<file path="src/rtl/gat_bram_load_bridge.sv">
// Write-side bridge from AXI-BRAM-controller ports to the GAT narrow internal BRAMs, with per-channel
// word counting and hardware load-done. Define GAT_BRIDGE_ALIGN_CHECK_EN to drop misaligned writes.
module gat_bram_load_bridge #(
    parameter int NUM_CH      = 3,
    parameter int DIN_W       = 32,
    parameter int BYTE_ADDR_W = 20,
    parameter int DATA_W      = 20,
    parameter int WORD_ADDR_W = BYTE_ADDR_W - 2,
    parameter int CNT_W       = 18
) (
    input  logic                            clk,
    input  logic                            rst,
    input  logic                            cfg_valid,
    input  logic [NUM_CH*CNT_W-1:0]         cfg_depth,
    input  logic [NUM_CH*DIN_W-1:0]         s_din,
    input  logic [NUM_CH-1:0]               s_en,
    input  logic [NUM_CH-1:0]               s_we,
    input  logic [NUM_CH*BYTE_ADDR_W-1:0]   s_addr,
    output logic [NUM_CH*DATA_W-1:0]        m_din,
    output logic [NUM_CH-1:0]               m_we,
    output logic [NUM_CH*WORD_ADDR_W-1:0]   m_addr,
    output logic [NUM_CH-1:0]               load_done,
    output logic                            all_done,
    output logic [NUM_CH-1:0]               err_oob,
    output logic                            err_unexp,
    output logic [NUM_CH-1:0]               err_align
);

    // state  | meaning
    // S_IDLE | no load configured since reset
    // S_LOAD | accepting writes until every channel has reached its depth
    // S_DONE | all channels loaded; further writes are unexpected
    typedef enum logic [1:0] {
        S_IDLE = 2'd0,
        S_LOAD = 2'd1,
        S_DONE = 2'd2
    } state_t;

    localparam int CMP_W = (CNT_W > WORD_ADDR_W) ? CNT_W : WORD_ADDR_W;

    state_t r_state;
    state_t w_state_nxt;

    logic [CNT_W-1:0]               r_depth [NUM_CH];
    logic [CNT_W-1:0]               r_count [NUM_CH];
    logic [NUM_CH-1:0]              r_done;
    logic [NUM_CH-1:0]              r_m_we;
    logic [NUM_CH*DATA_W-1:0]       r_m_din;
    logic [NUM_CH*WORD_ADDR_W-1:0]  r_m_addr;
    logic [NUM_CH-1:0]              r_err_oob;
    logic [NUM_CH-1:0]              r_err_align;
    logic                           r_err_unexp;

    logic [WORD_ADDR_W-1:0]         w_waddr [NUM_CH];
    logic [NUM_CH-1:0]              w_wr;
    logic [NUM_CH-1:0]              w_oob;
    logic [NUM_CH-1:0]              w_misalign;
    logic [NUM_CH-1:0]              w_accept;
    logic                           w_unused_in;

    // Upper data bits and (without the alignment check) the byte-lane bits are intentionally dropped.
    assign w_unused_in = ^{s_din, s_addr};

    always_comb begin
        for (int c = 0; c < NUM_CH; c++) begin
            w_wr[c]    = s_en[c] & s_we[c];
            w_waddr[c] = s_addr[c*BYTE_ADDR_W+2 +: WORD_ADDR_W];
            w_oob[c]   = r_done[c] | (CMP_W'(w_waddr[c]) >= CMP_W'(r_depth[c]));
`ifdef GAT_BRIDGE_ALIGN_CHECK_EN
            w_misalign[c] = (s_addr[c*BYTE_ADDR_W +: 2] != 2'b00);
`else
            w_misalign[c] = 1'b0;
`endif
            w_accept[c] = w_wr[c] & (r_state == S_LOAD) & ~cfg_valid
                        & ~w_oob[c] & ~w_misalign[c];
        end
    end

    always_comb begin
        w_state_nxt = r_state;
        case (r_state)
            S_IDLE: if (cfg_valid) w_state_nxt = S_LOAD;
            S_LOAD: begin
                if (cfg_valid)     w_state_nxt = S_LOAD;
                else if (&r_done)  w_state_nxt = S_DONE;
            end
            S_DONE: if (cfg_valid) w_state_nxt = S_LOAD;
            default:               w_state_nxt = S_IDLE;
        endcase
    end

    always_ff @(posedge clk) begin
        if (rst) begin
            r_state     <= S_IDLE;
            r_done      <= '0;
            r_m_we      <= '0;
            r_m_din     <= '0;
            r_m_addr    <= '0;
            r_err_oob   <= '0;
            r_err_align <= '0;
            r_err_unexp <= 1'b0;
            for (int c = 0; c < NUM_CH; c++) begin
                r_depth[c] <= '0;
                r_count[c] <= '0;
            end
        end else begin
            r_state <= w_state_nxt;
            r_m_we  <= w_accept;
            if (cfg_valid) begin
                // A zero depth is complete immediately, so done comes straight from the new depth.
                r_err_oob   <= '0;
                r_err_align <= '0;
                r_err_unexp <= 1'b0;
                for (int c = 0; c < NUM_CH; c++) begin
                    r_depth[c] <= cfg_depth[c*CNT_W +: CNT_W];
                    r_count[c] <= '0;
                    r_done[c]  <= (cfg_depth[c*CNT_W +: CNT_W] == '0);
                end
            end else begin
                for (int c = 0; c < NUM_CH; c++) begin
                    if (w_accept[c]) begin
                        r_count[c]                          <= r_count[c] + CNT_W'(1);
                        r_m_din[c*DATA_W +: DATA_W]         <= s_din[c*DIN_W +: DATA_W];
                        r_m_addr[c*WORD_ADDR_W +: WORD_ADDR_W] <= w_waddr[c];
                        if ((r_count[c] + CNT_W'(1)) == r_depth[c]) begin
                            r_done[c] <= 1'b1;
                        end
                    end
                    if (w_wr[c]) begin
                        if (r_state != S_LOAD)  r_err_unexp    <= 1'b1;
                        else if (w_misalign[c]) r_err_align[c] <= 1'b1;
                        else if (w_oob[c])      r_err_oob[c]   <= 1'b1;
                    end
                end
            end
        end
    end

    assign m_din     = r_m_din;
    assign m_we      = r_m_we;
    assign m_addr    = r_m_addr;
    assign load_done = r_done;
    assign all_done  = (r_state == S_DONE);
    assign err_oob   = r_err_oob;
    assign err_unexp = r_err_unexp;
`ifdef GAT_BRIDGE_ALIGN_CHECK_EN
    assign err_align = r_err_align;
`else
    assign err_align = '0;
`endif

endmodule

</file>
<file path="config.mk">
export PLATFORM = sky130hd
export DESIGN_NAME = gat_bram_load_bridge
export DESIGN_NICKNAME = d
export VERILOG_FILES = /design/src/rtl/gat_bram_load_bridge.sv
export SDC_FILE = /design/constraint.sdc
export NUM_CORES = 1
export LEC_CHECK = 0
export BUFFER_PORTS_ARGS = -buffer_cell sky130_fd_sc_hd__buf_2
export CORE_UTILIZATION = 53
export CTS_CLUSTER_SIZE = 20
export DETAILED_ROUTE_END_ITERATION = 16
export GPL_ROUTABILITY_DRIVEN = 0
export GPL_TIMING_DRIVEN = 0
export PLACE_DENSITY_LB_ADDON = 0.05
export SLEW_MARGIN = 20
export SYNTH_ARGS = -nofsm -noshare
export SYNTH_HDL_FRONTEND = slang
export SYNTH_SLANG_ARGS = --single-unit
</file>
<file path="constraint.sdc">
create_clock -name clk -period 5.4 [get_ports clk]
set_input_delay 0.54 -clock clk [delete_from_list [all_inputs] [get_ports clk]]
set_output_delay 0.54 -clock clk [all_outputs]
set_load 0.03 [all_outputs]
</file>
* Yosys cells after proc, flatten, opt, wreduce, memory -nomap -nowiden
Memory sizes are Yosys's and may differ from the RTL's.
Index checks and enable logic that the tools add are counted.
** Storage, ports and cells
- Latch bits :: 0
- Memory bits (read-only) :: 0
- Memory bits (writable) :: 108
- Bits of input ports :: 219
- Word-level logic and storage cells :: 126
- Memories :: 2
- Bits in registers :: 126
** Operators by class
- Equality and inequality tests :: 8
- Magnitude comparators :: 3
- Reductions and logical operators :: 23
- Bitwise logic cells :: 29
- Multiply operators :: 0
- Shifts and indexed selects :: 0
- Div/mod/pow operators :: 0
- Multiplexer cells :: 43
- Add/subtract/negate cells :: 3
** Memories
- r_count :: depth 3, width 18, read ports 3, clocked after memory_dff 0, write ports 3, line 45 : logic [CNT_W-1:0] r_count [NUM_CH];
- r_depth :: depth 3, width 18, read ports 3, clocked after memory_dff 0, write ports 3, line 44 : logic [CNT_W-1:0] r_depth [NUM_CH];
** Operator list (number)
- 18-bit 2-to-1 mux :: 9
- 18-bit by 1-bit adder with 18-bit output (second input constant) :: 3
- 18-bit equality test :: 3
- 18-bit >= comparator :: 3
- 18-bit logical NOT :: 3
- 1-bit 2-to-1 mux :: 29
- 2-bit AND reduction :: 7
- 1-bit bitwise AND :: 12
- 1-bit OR :: 12
- 3-bit AND reduction :: 4
- 2-bit nonzero test :: 6
- 2-bit 2-to-1 mux :: 3
- 1-bit NOT :: 5
- 2-bit by 1-bit != test with 1-bit output (second input constant) :: 2
- 2-bit case mux with 2 select lines :: 1
- 2-bit OR reduction :: 2
- 3-bit 2-to-1 mux :: 1
- 3-bit by 2-bit != test with 1-bit output (second input constant) :: 1
- 2-bit by 1-bit equality test with 1-bit output (second input constant) :: 1
- 2-bit equality test (second input constant) :: 1
- 2-bit logical NOT :: 1

* Longest topological paths before layout
Gate-level depths: netlist of run 1.
An unclocked memory read counts as a cell.
- Word-level depth :: 10
- Gate-level depth with buffers :: 11

* Worst setup path after synthesis of run 1
OpenSTA, ideal clock, no wires.
- Path kind :: input to register
- From :: input s_addr[13]
- To :: memory r_count[0][0], enable pin
- Buffers on the path :: 1
- Arrival time :: 3.479 ns
- Setup time :: 0.418 ns
- Stages :: 9
- Path slack :: 1.503 ns
- Data required time :: 4.982 ns
- Cells stage by stage :: ha_1 a21o_1 a21o_1 a21oi_1 o221ai_1 a2111oi_4 buf_4 inv_2 o21ai_0
** RTL lines
- start: declaration :: line 18 : input logic [NUM_CH*BYTE_ADDR_W-1:0] s_addr,
- end: declaration :: line 45

==> results.py, run 1 <==
metrics = {
    "run_status": {
        "status": "complete, no violations",
    },
    "timing": {
        "slew_headroom": 0.337,
        "hold-worst-slack_ns": 0.241,
        "rsz0062_at_grt": "no",
        "clock_skew_ns": 0.0188,
        "min_period_ns": 3.61,
        "fin_tns_setup_ns": 0,
        "fmax_mhz": 277,
        "hold_violations": 0,
        "slew_viol_final": 0,
        "setup_viol": 0,
        "fin_ws_ns": 1.79,
        "post-route-period-util": 0.668,
        "tightest_slew_ns": 0.987,
    },
    "clocking": {
        "cts_max_level": 1,
        "cts_setup_buffers": 0,
        "cts_made_buffers": 26,
        "cts-root-buf": "clkbuf_16",
        "insertion_delay_ns": 0.54,
        "ctsResizeCount": 0,
        "path_clk_slew_ns": 0.06,
        "cts_tree": "yes",
        "cts.path.max_buffers": 3,
        "cts.sink_count": 234,
        "ctsHoldBuffers": 0,
    },
    "hold_path": {
        "hold_depth": 3,
        "hold_path.startpoint": "s_din[48]",
        "hold_path.class": "in -> reg",
    },
    "route": {
        "post_drt_wl_per_cell_um": 19.3,
        "drc": 0,
        "ant_nets": 0,
        "viasPerCell": 5.47,
        "drt_wl_total_um": 34600,
        "vias": 9805,
        "first_iter_violations": 609,
        "drt_pass1_iterations": 5,
    },
    "critical_path": {
        "crit_path_end_kind": "register",
        "r2r_start": "r_depth[0][26]",
        "critPathKind": "reg -> reg",
        "worst_path_max_delay_cell": "nor3_1",
        "critPathLaunchType": "register",
        "path_max_fanout": 10,
        "cp_common_cell": "nor3_1",
        "timing.reg2reg.worst_path_depth": 10,
        "cp.required_ns": 5.64,
        "cp_cell_sequence": "inv_1, ha_1, nand4_1, nor3_1, a21oi_1, a311oi_1, nor3_1, nor3_1, buf_2, nor3_1",
        "max_stage_delay_ns": 0.69,
        "critPathLaunch": "r_depth[0][26]",
        "cp.arrival_ns": 3.85,
    },
    "yosys": {
        "synth_commonest_cells": "nor2_1, dfxtp_1, mux2i_1",
        "yosys.cell_types.count": 64,
        "synth_top_area_frac": 0.273,
        "syn-cell-area_um2": 11900,
        "ys_top_cells_by_area": "edfxtp_1, dfxtp_1, mux2i_1",
        "syn_area_per_cell_um2": 10.3,
        "synth_edf_count": 108,
        "ys_seq_area_frac": 0.485,
        "synth.most_common_cell": "nor2_1",
        "ys_warn_count": 0,
        "ys_ff_latch": 234,
        "synth-async-reset-ratio": 0,
        "yosysTopAreaCell": "edfxtp_1",
        "syn_inst": 1157,
        "ys.flop_type": "dfxtp_1",
    },
    "grt": {
        "track_usage": 0.299,
        "grt_pass1_vias": 9404,
        "grt_pass1_wl_um": 51500,
        "antenna_found_initial": 3,
        "overflow": 0,
        "grt_max_degree": 59,
    },
    "placed_design": {
        "place_hpwl_um": 27300,
        "io_buffer_count": 301,
        "place_ws_ns": 1.73,
    },
    "power_and_ir_drop": {
        "pwr-share-clk": 0.407,
        "p_comb_frac": 0.117,
        "p_int_mw": 3.08,
        "peakVddDrop_mv": 0.246,
        "leakagePower_nw": 6.12,
        "switching_share": 0.258,
        "seq_power_share": 0.476,
        "p_per_area_nw_per_um2": 285,
        "p_switching_mw": 1.07,
    },
    "floorplan": {
        "core_um2": 21900,
        "die_w_um": 152,
        "io_pins": 347,
        "die_h_um": 152,
        "start_util": 0.543,
        "die_area_um2": 23000,
        "rows": 54,
    },
    "layout": {
        "post-route-util": 0.668,
        "area_growth_syn_to_layout_pct": 22.9,
        "final_nets": 1766,
        "drive_gt1_frac": 0.254,
    },
    "flow_run": {
        "maxCapViolations": 0,
    },
}
-- critical path, delay by kind of cell (launching register included) --
kind                       cells  cell delay, ns
DFF                            1            0.43
buffers and inverters          2            0.48
adders and majority gates      1            0.29
AOI/OAI and AO/OA              2            0.68
and+or+nand+nor                5            1.44
-- worst paths after layout --
check | end | slack, ns
max reg2reg | r_count[0][52] | 1.79
max | r_count[0][52] | 1.79
min reg2reg | r_state[0] | 0.46
min | m_din[36] | 0.24
-- metrics by stage --
step	area (um^2)	cells	total power [mW]
final	14600	1792	4.16
after detailed placement	13800	1742	2.50
after CTS	14600	1790	4.18
after floorplan	11900	1159	2.30
after global placement	13800	1740	2.49
after global routing	14600	1791	4.30
-- logic make-up after synthesis --
family,share of synthesized area
AOI/OAI and AO/OA,0.0724
xor gates and xnor gates,0.0657
adders and majority gates,0.0600
buffers and inverters,0.0420
DFF,0.485
muxes,0.0968
other,0.000315
and+or+nand+nor,0.178
-- routing by layer --
metal	vias up	wire (um)	GRT usage
li1	4774	-	-
met1	4576	14500	0.379
met2	375	16100	0.493
met3	78	2610	0.0662
met4	2	1400	0.119
met5	-	13	0
-- placed cells by master (no fill, tap or decap), types with 24 or more instances in the layout --
cell type / instances
clkbuf_16: 27
xnor2_1: 56
buf_2: 316
and2_1: 54
nand3_1: 24
a21oi_1: 30
edfxtp_1: 108
nor3_1: 35
nand4_1: 32
mux2i_1: 115
xor2_1: 28
clkbuf_1: 33
inv_1: 63
nor2_1: 180
ha_1: 57
nand2_1: 29
dfxtp_1: 126
-- layout make-up --
| type | count | area (um^2) |
|---|---|---|
| antenna | 2 | 5.00 |
| buffer | 54 | 255 |
| clock buffer | 34 | 732 |
| clock inverter | 14 | 85.1 |
| fill | 1833 | 7280 |
| inverter | 65 | 246 |
| multi-input combinational | 806 | 5640 |
| sequential | 234 | 5770 |
| tap | 280 | 350 |
| timing repair buffer | 303 | 1530 |
-- registers in the layout, summed over array words and instances (netlist names), named ones only --
name / count
err_oob: 3
load_done: 3
m_addr: 54
m_din: 60
m_we: 3
r_count: 54
r_depth: 54
r_state: 2
-- power by group through the flow --
stage / Combinational [mW] / Sequential, mW / Clock, mW
floorplan: 0.277 / 2.02 / 0
global placement: 0.469 / 2.02 / 0
detailed placement: 0.483 / 2.02 / 0
CTS: 0.487 / 1.98 / 1.72
global route: 0.539 / 1.99 / 1.78
finish: 0.487 / 1.98 / 1.69
(Power assumes the default switching activity.)
==> run 2, diff against run 1 <==
- CORE_UTILIZATION: 53 -> 47
- clock period: 5.4 -> 3.1 ns (I/O delays scaled with it)
==> run 2 against run 1 <==
Cell area grew 4.8%. Combinational power grew 86%. Maximum frequency grew 22%. Flip-flop and latch count is the same. Worst setup slack lost 1.6 ns. Sequential power grew 74%. Global-route usage shrank 2.3 points. Power grew 86%. Final cell count grew 4.9%. Largest power group unchanged.
==> results.py, run 2 (synthesized netlist as in run 1, its figures left out) <==
metrics = {
    "clocking": {
        "path_clk_slew_ns": 0.06,
        "cts-root-buf": "clkbuf_16",
        "cts_max_level": 1,
        "cts.sink_count": 234,
        "cts_made_buffers": 27,
        "cts_tree": "yes",
        "cts.path.max_buffers": 3,
        "insertion_delay_ns": 0.54,
    },
    "placed_design": {
        "place_ws_ns": -0.675,
        "place_inst": 1785,
        "io_buffer_count": 301,
        "place_hpwl_um": 28000,
    },
    "timing": {
        "fmax_mhz": 340,
        "post-route-period-util": 0.950,
        "slew_viol_final": 0,
        "fin_ws_ns": 0.155,
        "slew_headroom": 0.324,
        "tightest_slew_ns": 1.01,
        "setup_viol": 0,
        "clock_skew_ns": 0.0207,
        "hold_violations": 0,
        "min_period_ns": 2.94,
    },
    "run_status": {
        "status": "complete, no violations",
    },
    "critical_path": {
        "worst_path_max_delay_cell": "edfxtp_1",
        "crit_path_end_kind": "register",
        "timing.reg2reg.worst_path_depth": 11,
        "critPathKind": "reg -> reg",
        "reg2reg_to": "m_din[0]",
        "r2r_start": "r_depth[0][11]",
        "max_stage_delay_ns": 0.42,
        "cp.required_ns": 3.51,
        "path_max_fanout": 10,
        "r2r_slack_ns": 0.16,
        "cp_common_cell": "a21o_1",
        "cp_cell_sequence": "inv_1, ha_1, a21o_1, a21o_1, a21oi_1, o221ai_2, a2111oi_4, buf_4, buf_2, mux2i_1, nor2_1",
        "cp.arrival_ns": 3.36,
        "critPathLaunchType": "register",
    },
    "grt": {
        "grt.met1_usage": 0.351,
        "grt_use_met2": 0.478,
        "grt_max_degree": 39,
        "grt_pass1_wl_um": 55300,
        "overflow": 0,
        "antenna_found_initial": 1,
        "grt_pass1_vias": 9991,
        "grt_busiest_layer": "met2",
        "track_usage": 0.276,
        "use_met3": 0.0473,
    },
    "layout": {
        "layout_common_cells": "buf_2, nor2_1, dfxtp_1, mux2i_1, edfxtp_1",
        "largest_reg_flops": 60,
        "fillerInstances": 2135,
        "layout.cells.non_filler": 1879,
        "area_growth_syn_to_layout_pct": 28.8,
        "multi_input_area_um2": 5700,
        "mostFrequentLayoutCell": "buf_2",
        "drive_gt1_frac": 0.258,
        "register_area_um2": 5770,
        "final_nets": 1809,
    },
    "floorplan": {
        "die_h_um": 161,
        "die_area_um2": 25900,
        "die_w_um": 161,
        "core_um2": 24500,
        "start_util": 0.485,
        "rows": 57,
        "io_pins": 347,
    },
    "route": {
        "viasPerCell": 5.29,
        "post_drt_wl_per_cell_um": 19.1,
        "drt_wl_total_um": 35900,
        "ant_nets": 0,
        "drc": 0,
        "first_iter_violations": 548,
        "vias": 9946,
        "drt_pass1_iterations": 5,
    },
    "hold_path": {
        "hold_end": "m_din[11]",
        "hold_path.startpoint": "s_din[11]",
        "hold_depth": 3,
        "hold_path.class": "in -> reg",
    },
    "power_and_ir_drop": {
        "p_per_area_nw_per_um2": 504,
        "peakVddDrop_mv": 0.447,
        "leakagePower_nw": 6.39,
    },
    "flow_run": {
        "maxCapViolations": 0,
    },
}
[run 2: timing repair]
action / 4_1_cts / 5_1_grt
pin swaps: 5 / 1
hold buffers: 37 / 0
hold endpoints to repair: 37 / 0
setup buffers: 6 / 1
setup endpoints to repair: 156 / 135
gates cloned: 0 / 0
resized for setup: 9 / 13
[run 2: power by group]
part	leakage [nW]	switching, mW	total (mW)	internal [mW]
Combinational	3.73	0.511	0.906	0.395
Sequential	2.20	0.0983	3.45	3.35
Clock	0.468	1.30	3.36	2.06
[run 2: routing by layer]
metal / share of wire / vias to the layer above
li1: - / 4863
met5: 0 / -
met2: 0.49 / 343
met3: 0.063 / 53
met1: 0.43 / 4687
met4: 0.025 / 0
[run 2: how the worst max path moves through the flow]
stage                               end      startpoint  cells after the start
final                          m_din[0]  r_depth[0][11]                     11
after global routing           m_din[0]  r_depth[0][11]                     11
after CTS                    m_addr[22]  r_depth[0][29]                     11
after detailed placement  r_count[0][3]  r_depth[0][11]                     10
after global placement     load_done[0]       cfg_valid                      8
after floorplan           r_count[0][0]  r_depth[0][11]                     10
[run 2: final cells by class]
class	count	area share
Antenna cell	1	0.000163
Buffer	53	0.0176
Clock buffer	39	0.0530
Tap cell	324	0.0265
Inverter	65	0.0161
Timing Repair Buffer	346	0.129
Multi-Input combinational cell	806	0.372
Clock inverter	11	0.00882
Sequential cell	234	0.376
[run 2: through the flow]
| step | instance area [um^2] | setup TNS [ns] | utilization | hold WS [ns] | total power, mW |
|---|---|---|---|---|---|
| floorplan | 11900 | 0 | - | 0.419 | 4.00 |
| global placement | 13800 | -47.33 | 0.563 | 0.423 | 4.34 |
| CTS | 15300 | 0 | 0.622 | 0.000775 | 7.76 |
| finish | 15300 | 0 | 0.624 | 0.0172 | 7.72 |
| detailed placement | 13800 | -48.61 | 0.564 | 0.447 | 4.36 |
| global route | 15300 | -0.0312 | 0.624 | 0.0177 | 7.99 |
[run 2: worst max-delay path, delay by kind of cell (launching register included)]
kind / cells / cell delay, ns
muxes: 1 / 0.25
DFF: 1 / 0.42
buffers and inverters: 3 / 0.68
adders and majority gates: 1 / 0.24
and+or+nand+nor: 1 / 0.05
AOI/OAI and AO/OA: 5 / 1.18
==> run 3, diff against run 2 <==
- BUFFER_PORTS_ARGS: -buffer_cell sky130_fd_sc_hd__buf_2 -> unset
- CORE_UTILIZATION: 47 -> 56
- DONT_BUFFER_PORTS: unset -> 1
- RECOVER_POWER: unset -> 50
==> run 3 against run 2 <==
First-iteration DRC count up 17%. Maximum frequency down 2.2%. Global-route usage up 5.7 points. Clock skew down 0.0068 ns. Final cell count down 12%. Critical path type unchanged. Largest cell class unchanged.
==> results.py, run 3 (synthesized netlist as in run 1, its figures left out) <==
metrics = {
    "run_status": {
        "status": "complete, no violations",
    },
    "layout": {
        "multi_input_area_um2": 5700,
        "layout_common_cells": "nor2_1, dlygate4sd3_1, dfxtp_1, mux2i_1, edfxtp_1",
        "post-route-util": 0.728,
        "fillerInstances": 1414,
        "largest_reg_flops": 60,
        "final_nets": 1639,
        "area_growth_syn_to_layout_pct": 25.5,
        "drive_gt1_frac": 0.0695,
        "mostFrequentLayoutCell": "nor2_1",
        "register_area_um2": 5770,
    },
    "power_and_ir_drop": {
        "p_comb_frac": 0.116,
        "seq_power_share": 0.478,
        "power.total_mw": 7.31,
        "switching_share": 0.251,
        "p_int_mw": 5.48,
        "pwr-share-clk": 0.406,
        "p_switching_mw": 1.83,
        "leakagePower_nw": 5.47,
        "peakVddDrop_mv": 0.429,
        "p_per_area_nw_per_um2": 490,
    },
    "flow_run": {
        "maxCapViolations": 0,
    },
    "timing": {
        "fmax_mhz": 332,
        "hold_violations": 0,
        "tightest_slew_ns": 1.05,
        "hold-worst-slack_ns": 0.0299,
        "setup_viol": 0,
        "slew_headroom": 0.295,
        "slew_viol_final": 0,
        "min_period_ns": 3.01,
        "fin_tns_setup_ns": 0,
        "clock_skew_ns": 0.0139,
        "post-route-period-util": 0.971,
        "fin_ws_ns": 0.0890,
        "rsz0062_at_grt": "no",
    },
    "route": {
        "drc": 0,
        "ant_nets": 0,
        "first_iter_violations": 639,
        "wirelength_met1_um": 14500,
        "top_layer": "met4",
        "dr_wl_met3_um": 2960,
        "routed-wl-met2_um": 17400,
        "post_drt_wl_per_cell_um": 22.1,
        "vias": 9669,
        "drt_wl_total_um": 36500,
        "viasPerCell": 5.85,
        "drt_pass1_iterations": 5,
    },
    "critical_path": {
        "cp_common_cell": "nand2b_1",
        "max_stage_delay_ns": 0.77,
        "critPathLaunchType": "register",
        "cp_cell_sequence": "ha_1, nand2b_1, a21o_1, a21oi_1, a311oi_2, buf_4, nor4_1, nand2b_1",
        "worst_path_max_delay_cell": "nand2b_1",
        "r2r_start": "r_depth[0][18]",
        "path_max_fanout": 18,
        "timing.reg2reg.worst_path_depth": 8,
        "crit_path_end_kind": "register",
        "critical-path-top-delay-family": "simple AND/OR/NAND/NOR gates",
        "cp_num_buf_inv": 1,
        "r2r_slack_ns": 0.09,
        "critPathKind": "reg -> reg",
        "reg2reg_to": "r_count[0][35]",
        "cp.required_ns": 3.24,
        "cp.arrival_ns": 3.15,
    },
    "floorplan": {
        "die_area_um2": 21800,
        "die_h_um": 148,
        "rows": 52,
        "io_pins": 347,
        "start_util": 0.580,
        "die_w_um": 148,
        "core_um2": 20500,
    },
    "placed_design": {
        "io_buffer_count": 0,
        "place_hpwl_um": 25500,
        "place_ws_ns": -0.696,
    },
    "hold_path": {
        "hold_path.class": "in -> reg",
        "hold_end": "r_depth[0][27]",
        "hold_path.startpoint": "cfg_depth[27]",
        "hold_depth": 1,
    },
    "clocking": {
        "cts_max_level": 1,
        "insertion_delay_ns": 0.53,
        "cts-root-buf": "clkbuf_16",
        "cts.path.max_buffers": 3,
        "cts.sink_count": 234,
        "cts_tree": "yes",
        "path_clk_slew_ns": 0.06,
        "cts_made_buffers": 25,
    },
    "grt": {
        "grt_max_degree": 39,
        "grt_pass1_wl_um": 55100,
        "antenna_found_initial": 1,
        "grt_pass1_vias": 9923,
        "overflow": 0,
        "track_usage": 0.333,
    },
}
-- run 3: changes by cell type in the layout (fill, tap and decap cells not counted), moves of 4 or more --
| cell | previous run | this run |
|---|---|---|
| buf_4 | 14 | 19 |
| buf_2 | 314 | 10 |
| clkbuf_8 | 8 | 4 |
| and2_1 | 54 | 23 |
| dlygate4sd3_1 | 37 | 168 |
| and2_0 | 1 | 32 |
-- run 3: metal layers --
layer | up-vias | track usage
li1 | 4512 | -
met1 | 4613 | 0.395
met2 | 433 | 0.570
met3 | 111 | 0.0892
met4 | 0 | 0.143
met5 | - | 0
-- run 3: stage by stage --
step	instances	instance area [um^2]
floorplan	1159	11900
global placement	1429	12200
detailed placement	1430	12300
CTS	1648	14900
global route	1652	14900
finish	1653	14900
-- run 3: area by class of cell --
cell class,instances,share of cell area
well taps,270,0.0226
repair buffers,178,0.119
clock inverters,12,0.00654
inverters,65,0.0165
diodes,2,0.000335
flip-flops and latches,234,0.386
clock buffers,33,0.0480
plain buffers,53,0.0179
multi-input cells,806,0.382
-- run 3: power by group through the flow --
| stage | clock (mW) | sequential, mW | combinational (mW) |
|---|---|---|---|
| after floorplan | 0 | 3.52 | 0.484 |
| after global placement | 0 | 3.56 | 0.613 |
| after detailed placement | 0 | 3.56 | 0.632 |
| after CTS | 2.99 | 3.49 | 0.827 |
| after global routing | 3.10 | 3.51 | 0.924 |
| final | 2.97 | 3.49 | 0.847 |
-- run 3: worst max path at each step --
stage | cells after the start | startpoint | slack, ns | to
global placement | 7 | cfg_valid | -0.67 | load_done[2]
CTS | 10 | r_depth[0][18] | -0.05 | m_addr[35]
detailed placement | 10 | r_depth[0][26] | -0.70 | r_count[0][27]
global route | 8 | r_depth[0][18] | 0.0006 | r_count[0][35]
floorplan | 10 | r_depth[0][11] | 0.17 | r_count[0][0]
finish | 8 | r_depth[0][18] | 0.09 | r_count[0][35]
-- run 3: repair_timing --
| item | CTS | global route |
|---|---|---|
| pin swaps | 4 | 3 |
| endpoints found under the setup margin | 120 | 116 |
| setup buffers | 5 | 4 |
| resized for setup | 11 | 8 |
| hold buffers | 168 | 0 |
| hold endpoints to repair | 171 | 0 |
